`src/rtl/epp_input.sv`:
```
// EPP slave front end: synchronised host strobes drive direction/restart commands and status/score readback.
// Latency: pwait rises 3 clk after the first edge that samples a strobe low; falls 2 clk after release is sampled.
// Backpressure: pwait holds the host in its strobe until the action is done; one action per strobe however long it is held.
//
// Ports:
//   clk, rst          system clock, async active-low reset
//   astb, dstb, pwr   EPP address strobe, data strobe, direction (all async, strobes active-low)
//   db_in, db_out     EPP data bus from / to the pad; db_oe enables the pad driver
//   pwait             EPP wait/acknowledge
//   game_over, number status and score from the game core
//   epp_data, epp_wr  one-hot direction command and its one-cycle qualifier
//   restart           one-cycle restart pulse
module epp_input #(
    parameter logic [7:0] ADDR_DIR      = 8'h00,
    parameter logic [7:0] ADDR_CTRL     = 8'h01,
    parameter logic [7:0] ADDR_SCORE_LO = 8'h02,
    parameter logic [7:0] ADDR_SCORE_HI = 8'h03
) (
    input  logic        clk,
    input  logic        rst,
    input  logic        astb,
    input  logic        dstb,
    input  logic        pwr,
    input  logic [7:0]  db_in,
    output logic [7:0]  db_out,
    output logic        db_oe,
    output logic        pwait,
    input  logic        game_over,
    input  logic [15:0] number,
    output logic [3:0]  epp_data,
    output logic        epp_wr,
    output logic        restart
);

    typedef enum logic [1:0] {HOLDOFF, IDLE, ACT, WAIT} state_t;

    state_t      state, state_nxt;
    logic [1:0]  astb_sync, dstb_sync, pwr_sync;
    logic        astb_s, dstb_s, pwr_s;
    logic [1:0]  flush_cnt;
    logic [7:0]  wdata;
    logic [7:0]  addr;
    logic [3:0]  last_dir;
    logic        rd;
    logic        is_addr;
    logic        strobe_rel;
    logic        dir_ok;
    logic [7:0]  rd_mux;

    assign astb_s = astb_sync[1];
    assign dstb_s = dstb_sync[1];
    assign pwr_s  = pwr_sync[1];

    // Release is judged on whichever strobe started the transfer.
    assign strobe_rel = is_addr ? astb_s : dstb_s;

    always_ff @(posedge clk or negedge rst) begin
        if (!rst) begin
            astb_sync <= 2'b11;
            dstb_sync <= 2'b11;
            pwr_sync  <= 2'b11;
        end else begin
            astb_sync <= {astb_sync[0], astb};
            dstb_sync <= {dstb_sync[0], dstb};
            pwr_sync  <= {pwr_sync[0], pwr};
        end
    end

    always_comb begin
        dir_ok = 1'b0;
        case (wdata[3:0])
            4'b0001, 4'b0010, 4'b0100, 4'b1000: dir_ok = 1'b1;
            default:                            dir_ok = 1'b0;
        endcase
    end

    always_comb begin
        rd_mux = 8'h00;
        if (addr == ADDR_DIR)           rd_mux = {4'b0000, last_dir};
        else if (addr == ADDR_CTRL)     rd_mux = {7'b0000000, game_over};
        else if (addr == ADDR_SCORE_LO) rd_mux = number[7:0];
        else if (addr == ADDR_SCORE_HI) rd_mux = number[15:8];
    end

    always_ff @(posedge clk or negedge rst) begin
        if (!rst) state <= HOLDOFF;
        else      state <= state_nxt;
    end

    // HOLDOFF waits for the synchronisers to flush their reset value of 1
    // before trusting "both strobes high"; otherwise a strobe held low
    // across reset would look released and then be acted on.
    always_comb begin
        state_nxt = state;
        case (state)
            HOLDOFF: if (flush_cnt == 2'd2 && astb_s && dstb_s) state_nxt = IDLE;
            IDLE:    if (!astb_s || !dstb_s)                    state_nxt = ACT;
            ACT:                                                state_nxt = WAIT;
            WAIT:    if (strobe_rel)                            state_nxt = IDLE;
            default:                                            state_nxt = HOLDOFF;
        endcase
    end

    always_ff @(posedge clk or negedge rst) begin
        if (!rst) begin
            flush_cnt <= 2'd0;
            wdata     <= 8'h00;
            rd        <= 1'b0;
            is_addr   <= 1'b0;
            addr      <= 8'h00;
            last_dir  <= 4'b0001;
            db_out    <= 8'h00;
            db_oe     <= 1'b0;
            pwait     <= 1'b0;
            epp_data  <= 4'b0001;
            epp_wr    <= 1'b0;
            restart   <= 1'b0;
        end else begin
            epp_wr  <= 1'b0;
            restart <= 1'b0;
            case (state)
                HOLDOFF: begin
                    if (flush_cnt != 2'd2) flush_cnt <= flush_cnt + 2'd1;
                end
                IDLE: begin
                    if (!astb_s || !dstb_s) begin
                        wdata   <= db_in;
                        rd      <= pwr_s;
                        is_addr <= !astb_s;   // address strobe wins a collision
                    end
                end
                ACT: begin
                    pwait <= 1'b1;
                    db_oe <= rd;
                    if (is_addr) begin
                        if (rd) db_out <= addr;
                        else    addr   <= wdata;
                    end else if (rd) begin
                        db_out <= rd_mux;
                    end else if (addr == ADDR_DIR) begin
                        if (dir_ok) begin
                            epp_data <= wdata[3:0];
                            epp_wr   <= 1'b1;
                            last_dir <= wdata[3:0];
                        end
                    end else if (addr == ADDR_CTRL) begin
                        restart <= wdata[0];
                    end
                end
                WAIT: begin
                    if (strobe_rel) begin
                        pwait <= 1'b0;
                        db_oe <= 1'b0;
                    end
                end
                default: ;
            endcase
        end
    end

endmodule

```
`config.mk`:
```
export PLATFORM = sky130hd
export DESIGN_NAME = epp_input
export DESIGN_NICKNAME = d
export VERILOG_FILES = /design/src/rtl/epp_input.sv
export SDC_FILE = /design/constraint.sdc
export NUM_CORES = 1
export LEC_CHECK = 0
export ABC_AREA = 1
export CORE_MARGIN = 5
export CORE_UTILIZATION = 53
export CTS_CLUSTER_SIZE = 10
export DETAILED_ROUTE_END_ITERATION = 8
export GPL_TIMING_DRIVEN = 0
export PLACE_DENSITY = 0.79
export RECOVER_POWER = 25
export SETUP_SLACK_MARGIN = 0.05
export SYNTH_ARGS = -nofsm -noshare
export SYNTH_HDL_FRONTEND = slang
export SYNTH_SLANG_ARGS = --single-unit
```
`constraint.sdc`:
```
create_clock -name clk -period 2.85 [get_ports clk]
set_clock_uncertainty 0.2 [all_clocks]
set_input_delay 0.57 -clock clk [delete_from_list [all_inputs] [get_ports clk]]
set_output_delay 0.57 -clock clk [all_outputs]
set_load 0.02 [all_outputs]
```
* Word level (Yosys, flattened, before mapping)
Cells that the tools add are included.
** Word-level totals
- Flip-flop bits (word level) :: 44
- Latch bits :: 0
- Bits in writable memories :: 0
- Bits in read-only memories :: 0
- Input port bits :: 30
- Output and inout port bits :: 16
- Logic and storage cells :: 75
- Memories :: 0
** Operators by class
- $add $sub $neg :: 1
- Multiply operators :: 0
- Divide/modulo/power cells :: 0
- Magnitude comparators :: 0
- Equality and inequality tests :: 15
- Shift-type cells :: 0
- Multiplexer cells :: 26
- Bitwise operators :: 2
- Reductions and logical operators :: 16
** Operator list (count)
- $mux 8 :: 7
- $eq 8x2->1 const B :: 2
- $mux 1 :: 13
- $eq 8x1->1 const B :: 1
- $logic_not 8->1 :: 1
- $ne 2x2->1 const B :: 4
- $pmux 2 s4 :: 1
- $reduce_and 2->1 :: 4
- $eq 2x2->1 const B :: 3
- $mux 2 :: 3
- $reduce_and 3->1 :: 2
- $reduce_and 5->1 :: 1
- $eq 4x1->1 const B :: 1
- $eq 4x2->1 const B :: 1
- $eq 4x3->1 const B :: 1
- $eq 4x4->1 const B :: 1
- $pmux 1 s2 :: 2
- $reduce_or 4->1 :: 1
- $add 2x1->2 const B :: 1
- $eq 2x1->1 const B :: 1
- $logic_and 1x1->1 :: 2
- $logic_not 1->1 :: 2
- $logic_not 2->1 :: 1
- $not 1->1 :: 2
- other kinds (2) :: 2

* Logic depth before layout (Yosys ltp)
Gate-level depths: netlist of run 1.
- Depth in word-level cells :: 8
- Depth in mapped cells :: 8
- Mapped depth without buffers :: 7

* Worst setup path after synthesis of run 1
No wires, ideal clock.
- Path kind :: reg2reg
- From :: reg state[0]
- To :: reg last_dir[1]
- Library setup time :: 0.122 ns
- Arrival time :: 1.189 ns
- Required time :: 2.528 ns
- Path slack :: 1.339 ns
- Cell stages (with the launch flop) :: 8
- Path buffers :: 0
- Period minus slack after synthesis :: 1.511 ns
- Path through :: dfrtp_1 -> inv_1 -> ha_1 -> nand3_1 -> a21oi_1 -> nand3_2 -> nand2_1 -> o21ai_1
** On the way
- Word-level cells in the longest chain between the ends :: 2
** Ends and longest elaborated chain
- from (decl) :: line 37 : state_t state, state_nxt;
- from (signal assigned) :: line 87 : else state <= state_nxt;
- $eq 2x2->1 :: line 121 : case (state)
- $reduce_and 5->1 (no line)
- to (signal assigned) :: line 144 : last_dir <= wdata[3:0];
- to (decl) :: line 43 : logic [3:0] last_dir;
No other way between the ends.
A chain may end at the register's enable or synchronous reset.

==> results of run 1 <==
layer usage:
layer | wire [um] | vias up | GRT usage
li1 | - | 872 | -
met1 | 2100 | 815 | 0.253
met2 | 2180 | 56 | 0.309
met3 | 342 | 9 | 0.0291
met4 | 99 | 0 | 0.0856
met5 | 0 | - | 0
sequential cells by signal, indices dropped and copies added (netlist names), 2 cells and up:
register   count
addr           8
astb_sync      2
db_out         8
dstb_sync      2
flush_cnt      2
last_dir       4
pwr_sync       2
state          2
wdata          8
synth_stat cells:
cell	n	area, um2
inv_4	1	6.26
buf_8	1	15.0
nand3_2	2	20.0
nand3_1	24	120
dfrtp_1	37	926
nor3_1	1	5.00
nand2_1	62	233
nor2_2	2	12.5
dfstp_2	7	184
o2bb2ai_1	1	8.76
nor2_4	3	33.8
o21bai_1	1	7.51
inv_2	2	7.51
o211ai_1	1	7.51
clkbuf_1	4	15.0
o21ai_0	24	120
inv_1	21	78.8
xor2_1	1	8.76
o21ai_1	4	20.0
a21oi_2	4	35.0
ha_1	5	62.6
a21oi_1	11	55.1
nand4_1	1	6.26
nor2_1	11	41.3
nand2_2	3	18.8
cell type report:
class / count / area (um2) / area share
plain buffers: 5 / 30.0 / 0.0111
repair buffers: 47 / 474 / 0.175
inverters: 24 / 92.6 / 0.0341
multi-input cells: 161 / 816 / 0.300
clock inverters: 2 / 60.1 / 0.0221
well taps: 48 / 60.1 / 0.0221
flip-flops and latches: 44 / 1110 / 0.409
clock buffers: 6 / 72.6 / 0.0267
kinds of logic (layout without fill, tap and decap cells):
family,Yosys count,in the layout,synth area share
adder cells (fa/ha/maj),5,5,0.0305
AND/OR/NAND/NOR,109,109,0.239
flip-flops,44,44,0.542
XOR/XNOR,1,1,0.00428
buffers and inverters,29,84,0.0599
AO/OA/AOI/OAI,46,46,0.124
worst paths after layout:
check / cells after the start / slack [ns] / end
max reg2reg: 6 / 1.06 / db_out[4]
max: 1 / 0.63 / epp_data[0]
min in group asynchronous: 2 / 0.65 / db_out[7]
min: 0 / 0.16 / pwr_sync[1]
min reg2reg: 0 / 0.16 / pwr_sync[1]
max in group asynchronous: 3 / 1.11 / astb_sync[0]
power by group:
group / switching, uW / internal (uW) / total (uW)
registers: 168 / 864 / 1030
logic: 770 / 486 / 1260
clock network: 213 / 350 / 563
total: 1150 / 1700 / 2850
through the flow:
stage,total power [uW],util
2_1_floorplan,1850,-
4_1_cts,2870,0.731
5_1_grt,3050,0.731
3_3_place_gp,2250,0.689
6_report,2850,0.731
3_5_place_dp,2290,0.693
timing repair:
item / CTS / global route
buffers inserted: 0 / 0
hold buffers: 1 / 0
hold endpoints to repair: 10 / 0
==> reports/qor.csv, run 1 <==
metric;value;unit
run_status;complete, no violations;
ir_drop;0.652;mV
placed_area;0.00257;mm2
place_inst;328;
viasPerCell;5.20;
antenna_cells;0;
finalHoldViolations;0;
drt-wirelength-per-cell;14.0;um
ios;46;
slowest_stage;clkdlybuf4s50_1;
synthesis.area;0.00205;mm2
critPathTopFamily;buffers and inverters;
min_period;2.22;ns
relSlewSlack;0.501;
first_global_vias;1611;
path_cells;clkdlybuf4s50_1;
finalNetCount;323;
ys_ff_latch;44;
cts_tree;yes;
antenna_found_initial;0;
max_stage_delay;0.60;ns
final_cells;337;
grt_usage;0.191;
setup-violations-final;0;
path_max_fanout;3;
layout-drive-gt1-share;0.114;
clock.fmax;0.451;GHz
final_cell_area;0.00272;mm2
clock_path_buffers;2;
initial_core_util;0.551;
final_cell_mix;nand2_1 (62), clkdlybuf4s50_1 (41), dfrtp_1 (37);
dieArea;0.00521;mm2
leakagePower;0.00124;uW
fillerInstances;290;
hpwl;3.52;mm
drc;0;
drv_cap;0;
tns;0;ns
r2r-start;state[0];
postRouteAntennaNets;0;
cts_root_buf;clkbuf_8;
slew_viol_final;0;
dieHeight;72.2;um
die_width;72.2;um
pre_cts_slack;0.956;ns
area.growth.synth_to_final;32.6;%
worstPathArrival;1.45;ns
worst_pin_slew;0.748;ns
finalCritPeriodShare;0.777;
io_buffers;45;
hold_ws;0.160;ns
mostFrequentLayoutCell;nand2_1;
path_clk_slew;0.08;ns
worstHoldStart;pwr_sync[0];
worstSetupEndpointType;output pin;
mappedNetlistNets;269;
firstDrtPassIters;4;
floorplan.rows;22;
criticalPathCategory;flip-flop to output pin;
synth_warnings;0;
rsz0062_at_grt;false;
yosysUniqueCellTypes;25;
ys_seq_area_frac;0.542;
routabilityCongestion;0.845;
crit_buf_inv;1;
grt_max_degree;34;
insertion_delay;0.30;ns
power.density;1050;mW/mm2
cp-start-kind;flip-flop;
synth_cells;234;
overflow;0;
cts-buffers-inserted;5;
cts_resized;0;
vias;1752;
setup_ws;0.635;ns
crit_required;2.08;ns
syn_area_per_cell;8.75;um2
fp.coreArea;0.00372;mm2
ctsHtreeMaxLevel;2;
routed_wl;4.72;mm
startpoint;last_dir[0];
first_iter_violations;106;
hold_class;flip-flop to flip-flop;
cts_sinks;44;
grt_first_pass_wirelength;7.62;mm
Power figures use the tool's default switching activity.
==> run 2, diff against run 1 <==
--- a/config.mk
+++ b/config.mk
@@ -7,11 +7,11 @@
 export LEC_CHECK = 0
 export ABC_AREA = 1
 export CORE_MARGIN = 5
-export CORE_UTILIZATION = 53
+export CORE_UTILIZATION = 45
 export CTS_CLUSTER_SIZE = 10
 export DETAILED_ROUTE_END_ITERATION = 8
 export GPL_TIMING_DRIVEN = 0
-export PLACE_DENSITY = 0.79
+export PLACE_DENSITY = 0.71
 export RECOVER_POWER = 25
 export SETUP_SLACK_MARGIN = 0.05
 export SYNTH_ARGS = -nofsm -noshare
==> constraint.sdc (replaced) <==
create_clock -name clk -period 1.8 [get_ports clk]
set_clock_uncertainty 0.2 [all_clocks]
set_input_delay 0.36 -clock clk [delete_from_list [all_inputs] [get_ports clk]]
set_output_delay 0.36 -clock clk [all_outputs]
set_load 0.02 [all_outputs]
==> reports/qor.csv, run 2 (same netlist as run 1, synthesis figures left out) <==
metric;value;unit;change
run_status;complete, no violations;;unchanged
ctsHtreeMaxLevel;2;;unchanged
hpwl;3.35;mm;was 3.52 mm
cp-start-kind;flip-flop;;unchanged
layout-drive-gt1-share;0.149;;was 0.114
slowest_stage;dfrtp_1;;was clkdlybuf4s50_1
path_cells;inv_1, ha_2, nand2_1, clkbuf_2, a21oi_1, a21oi_2;;was clkdlybuf4s50_1
clock_path_buffers;2;;unchanged
cts_tree;yes;;unchanged
clock.fmax;0.605;GHz;
finalHoldViolations;0;;unchanged
fillerInstances;393;;was 290
ios;46;;unchanged
power_frac_clock;0.141;;was 0.197
setup-violations-final;0;;unchanged
routed_wl;4.46;mm;was 4.72 mm
worst_pin_slew;0.476;ns;was 0.748 ns
crit_required;1.78;ns;was 2.08 ns
path_max_fanout;10;;was 3
r2r_cells;6;;unchanged
cts_root_buf;clkbuf_8;;unchanged
fp.coreArea;0.00438;mm2;was 0.00372 mm2
grt_first_pass_wirelength;7.45;mm;was 7.62 mm
first_iter_violations;93;;was 106
worstHoldStart;dstb_sync[0];;was pwr_sync[0]
io_buffers;45;;unchanged
slew_viol_final;0;;unchanged
seq_power_share;0.394;;was 0.362
r2r-start;state[0];;unchanged
final_cell_mix;nand2_1 (62), dfrtp_1 (37), clkdlybuf4s50_1 (25);;was nand2_1 (62), clkdlybuf4s50_1 (41), dfrtp_1 (37)
dieHeight;77.5;um;was 72.2 um
ir_drop;0.708;mV;was 0.652 mV
hold_end;dstb_sync[1];;was pwr_sync[1]
antenna_found_initial;0;;unchanged
place_inst;332;;was 328
r2r_slack;0.15;ns;was 1.06 ns
final_util;0.609;;was 0.731
criticalPathCategory;flip-flop to flip-flop;;was flip-flop to output pin
drc;0;;unchanged
initial_core_util;0.467;;was 0.551
dieArea;0.00600;mm2;was 0.00521 mm2
finalNetCount;323;;unchanged
drt-wirelength-per-cell;13.1;um;was 14.0 um
worstHoldPathCells;0;;unchanged
postRouteAntennaNets;0;;unchanged
cts-buffers-inserted;5;;unchanged
worstPathArrival;1.64;ns;was 1.45 ns
power.density;1550;mW/mm2;was 1050 mW/mm2
antenna_cells;0;;unchanged
rsz0062_at_grt;true;;was false
mostFrequentLayoutCell;nand2_1;;unchanged
worstSetupEndpointType;flip-flop;;was output pin
leakagePower;0.00126;uW;was 0.00124 uW
crit-reg2reg-capture;db_out[4];;unchanged
grt_usage;0.155;;was 0.191
die_width;77.5;um;was 72.2 um
floorplan.rows;24;;was 22
viasPerCell;4.94;;was 5.20
pwr-share-comb;0.465;;was 0.440
critPathTopFamily;flip-flops;;was buffers and inverters
cts_sinks;44;;unchanged
finalCritPeriodShare;0.918;;
grt_max_degree;31;;was 34
min_period;1.65;ns;
startpoint;state[0];;was last_dir[0]
p_int;2330;uW;was 1700 uW
hold_ws;0.150;ns;was 0.160 ns
crit_buf_inv;2;;was 1
max_stage_delay;0.42;ns;was 0.60 ns
swShare;0.437;;was 0.404
firstDrtPassIters;4;;unchanged
p_sw;1800;uW;was 1150 uW
area.growth.synth_to_final;30.4;%;was 32.6%
relSlewSlack;0.682;;was 0.501
hold_class;flip-flop to flip-flop;;unchanged
first_global_vias;1522;;was 1611
insertion_delay;0.29;ns;was 0.30 ns
overflow;0;;unchanged
final_cells;341;;was 337
routabilityCongestion;0.844;;was 0.845
path_clk_slew;0.08;ns;about the same
drv_cap;0;;unchanged
tns;0;ns;unchanged
vias;1685;;was 1752
top_regs;addr (8), db_out (8), wdata (8);;unchanged
run 2: cell types whose count changed in the layout (fill, tap and decap cells not counted), sizes merged:
cell / change
bufinv: -2
clkbuf: +1
clkdlybuf4s50: -16
clkinv: +1
dlygate4sd2: +15
nand3: +1
run 2: final cells by class:
| class | count | area, um2 | area share |
|---|---|---|---|
| Multi-Input combinational cell | 162 | 853 | 0.320 |
| Timing Repair Buffer | 47 | 439 | 0.164 |
| Tap cell | 52 | 65.1 | 0.0244 |
| Clock inverter | 1 | 5.00 | 0.00187 |
| Clock buffer | 7 | 76.3 | 0.0286 |
| Inverter | 24 | 92.6 | 0.0347 |
| Buffer | 4 | 28.8 | 0.0108 |
| Sequential cell | 44 | 1110 | 0.416 |
run 2: worst reg2reg max path, stage by stage (launching register included):
cell and delay [ns]:
dfrtp_1 0.42, inv_1 0.10, ha_2 0.24, nand2_1 0.09, clkbuf_2 0.21, a21oi_1 0.21, a21oi_2 0.08
run 2: timing repair:
item	4_1_cts	5_1_grt
hold endpoints to repair	11	0
pin swaps	0	1
endpoints found under the setup margin	26	16
hold buffers	1	0
setup buffers	0	0
gates cloned	0	1
resized for setup	17	12
run 2: power groups by stage:
stage	sequential (uW)	clock (uW)	combinational [uW]
6_report	1630	583	1920
5_1_grt	1680	659	2150
4_1_cts	1620	611	1890
3_5_place_dp	1640	0	1980
3_3_place_gp	1640	0	1940
2_1_floorplan	1750	0	1180
run 2: how the worst max path moves through the flow:
stage / endpoint / slack (ns) / depth (start not counted)
after floorplan: last_dir[1] / 0.29 / 7
after global placement: db_out[1] / -0.95 / 1
after detailed placement: wdata[1] / 0.02 / 6
after CTS: epp_data[0] / 0.05 / 1
after global routing: last_dir[1] / 0.05 / 7
final: db_out[4] / 0.15 / 6
run 2: stage by stage:
stage          setup slack [ns]  area [um2]  power (uW)
3_3_place_gp             -0.947        2560        3570
5_1_grt                  0.0469        2670        4490
3_5_place_dp             0.0225        2580        3630
2_1_floorplan             0.289        2050        2930
4_1_cts                  0.0476        2650        4120
6_report                  0.147        2670        4130
run 2: routing by layer:
layer,part of all wire,GRT usage,up-vias,wire (um)
li1,-,-,869,-
met1,0.46,0.216,770,2060
met2,0.46,0.226,44,2070
met3,0.062,0.0463,2,278
met4,0.011,0.0619,0,47
met5,0,0,-,0
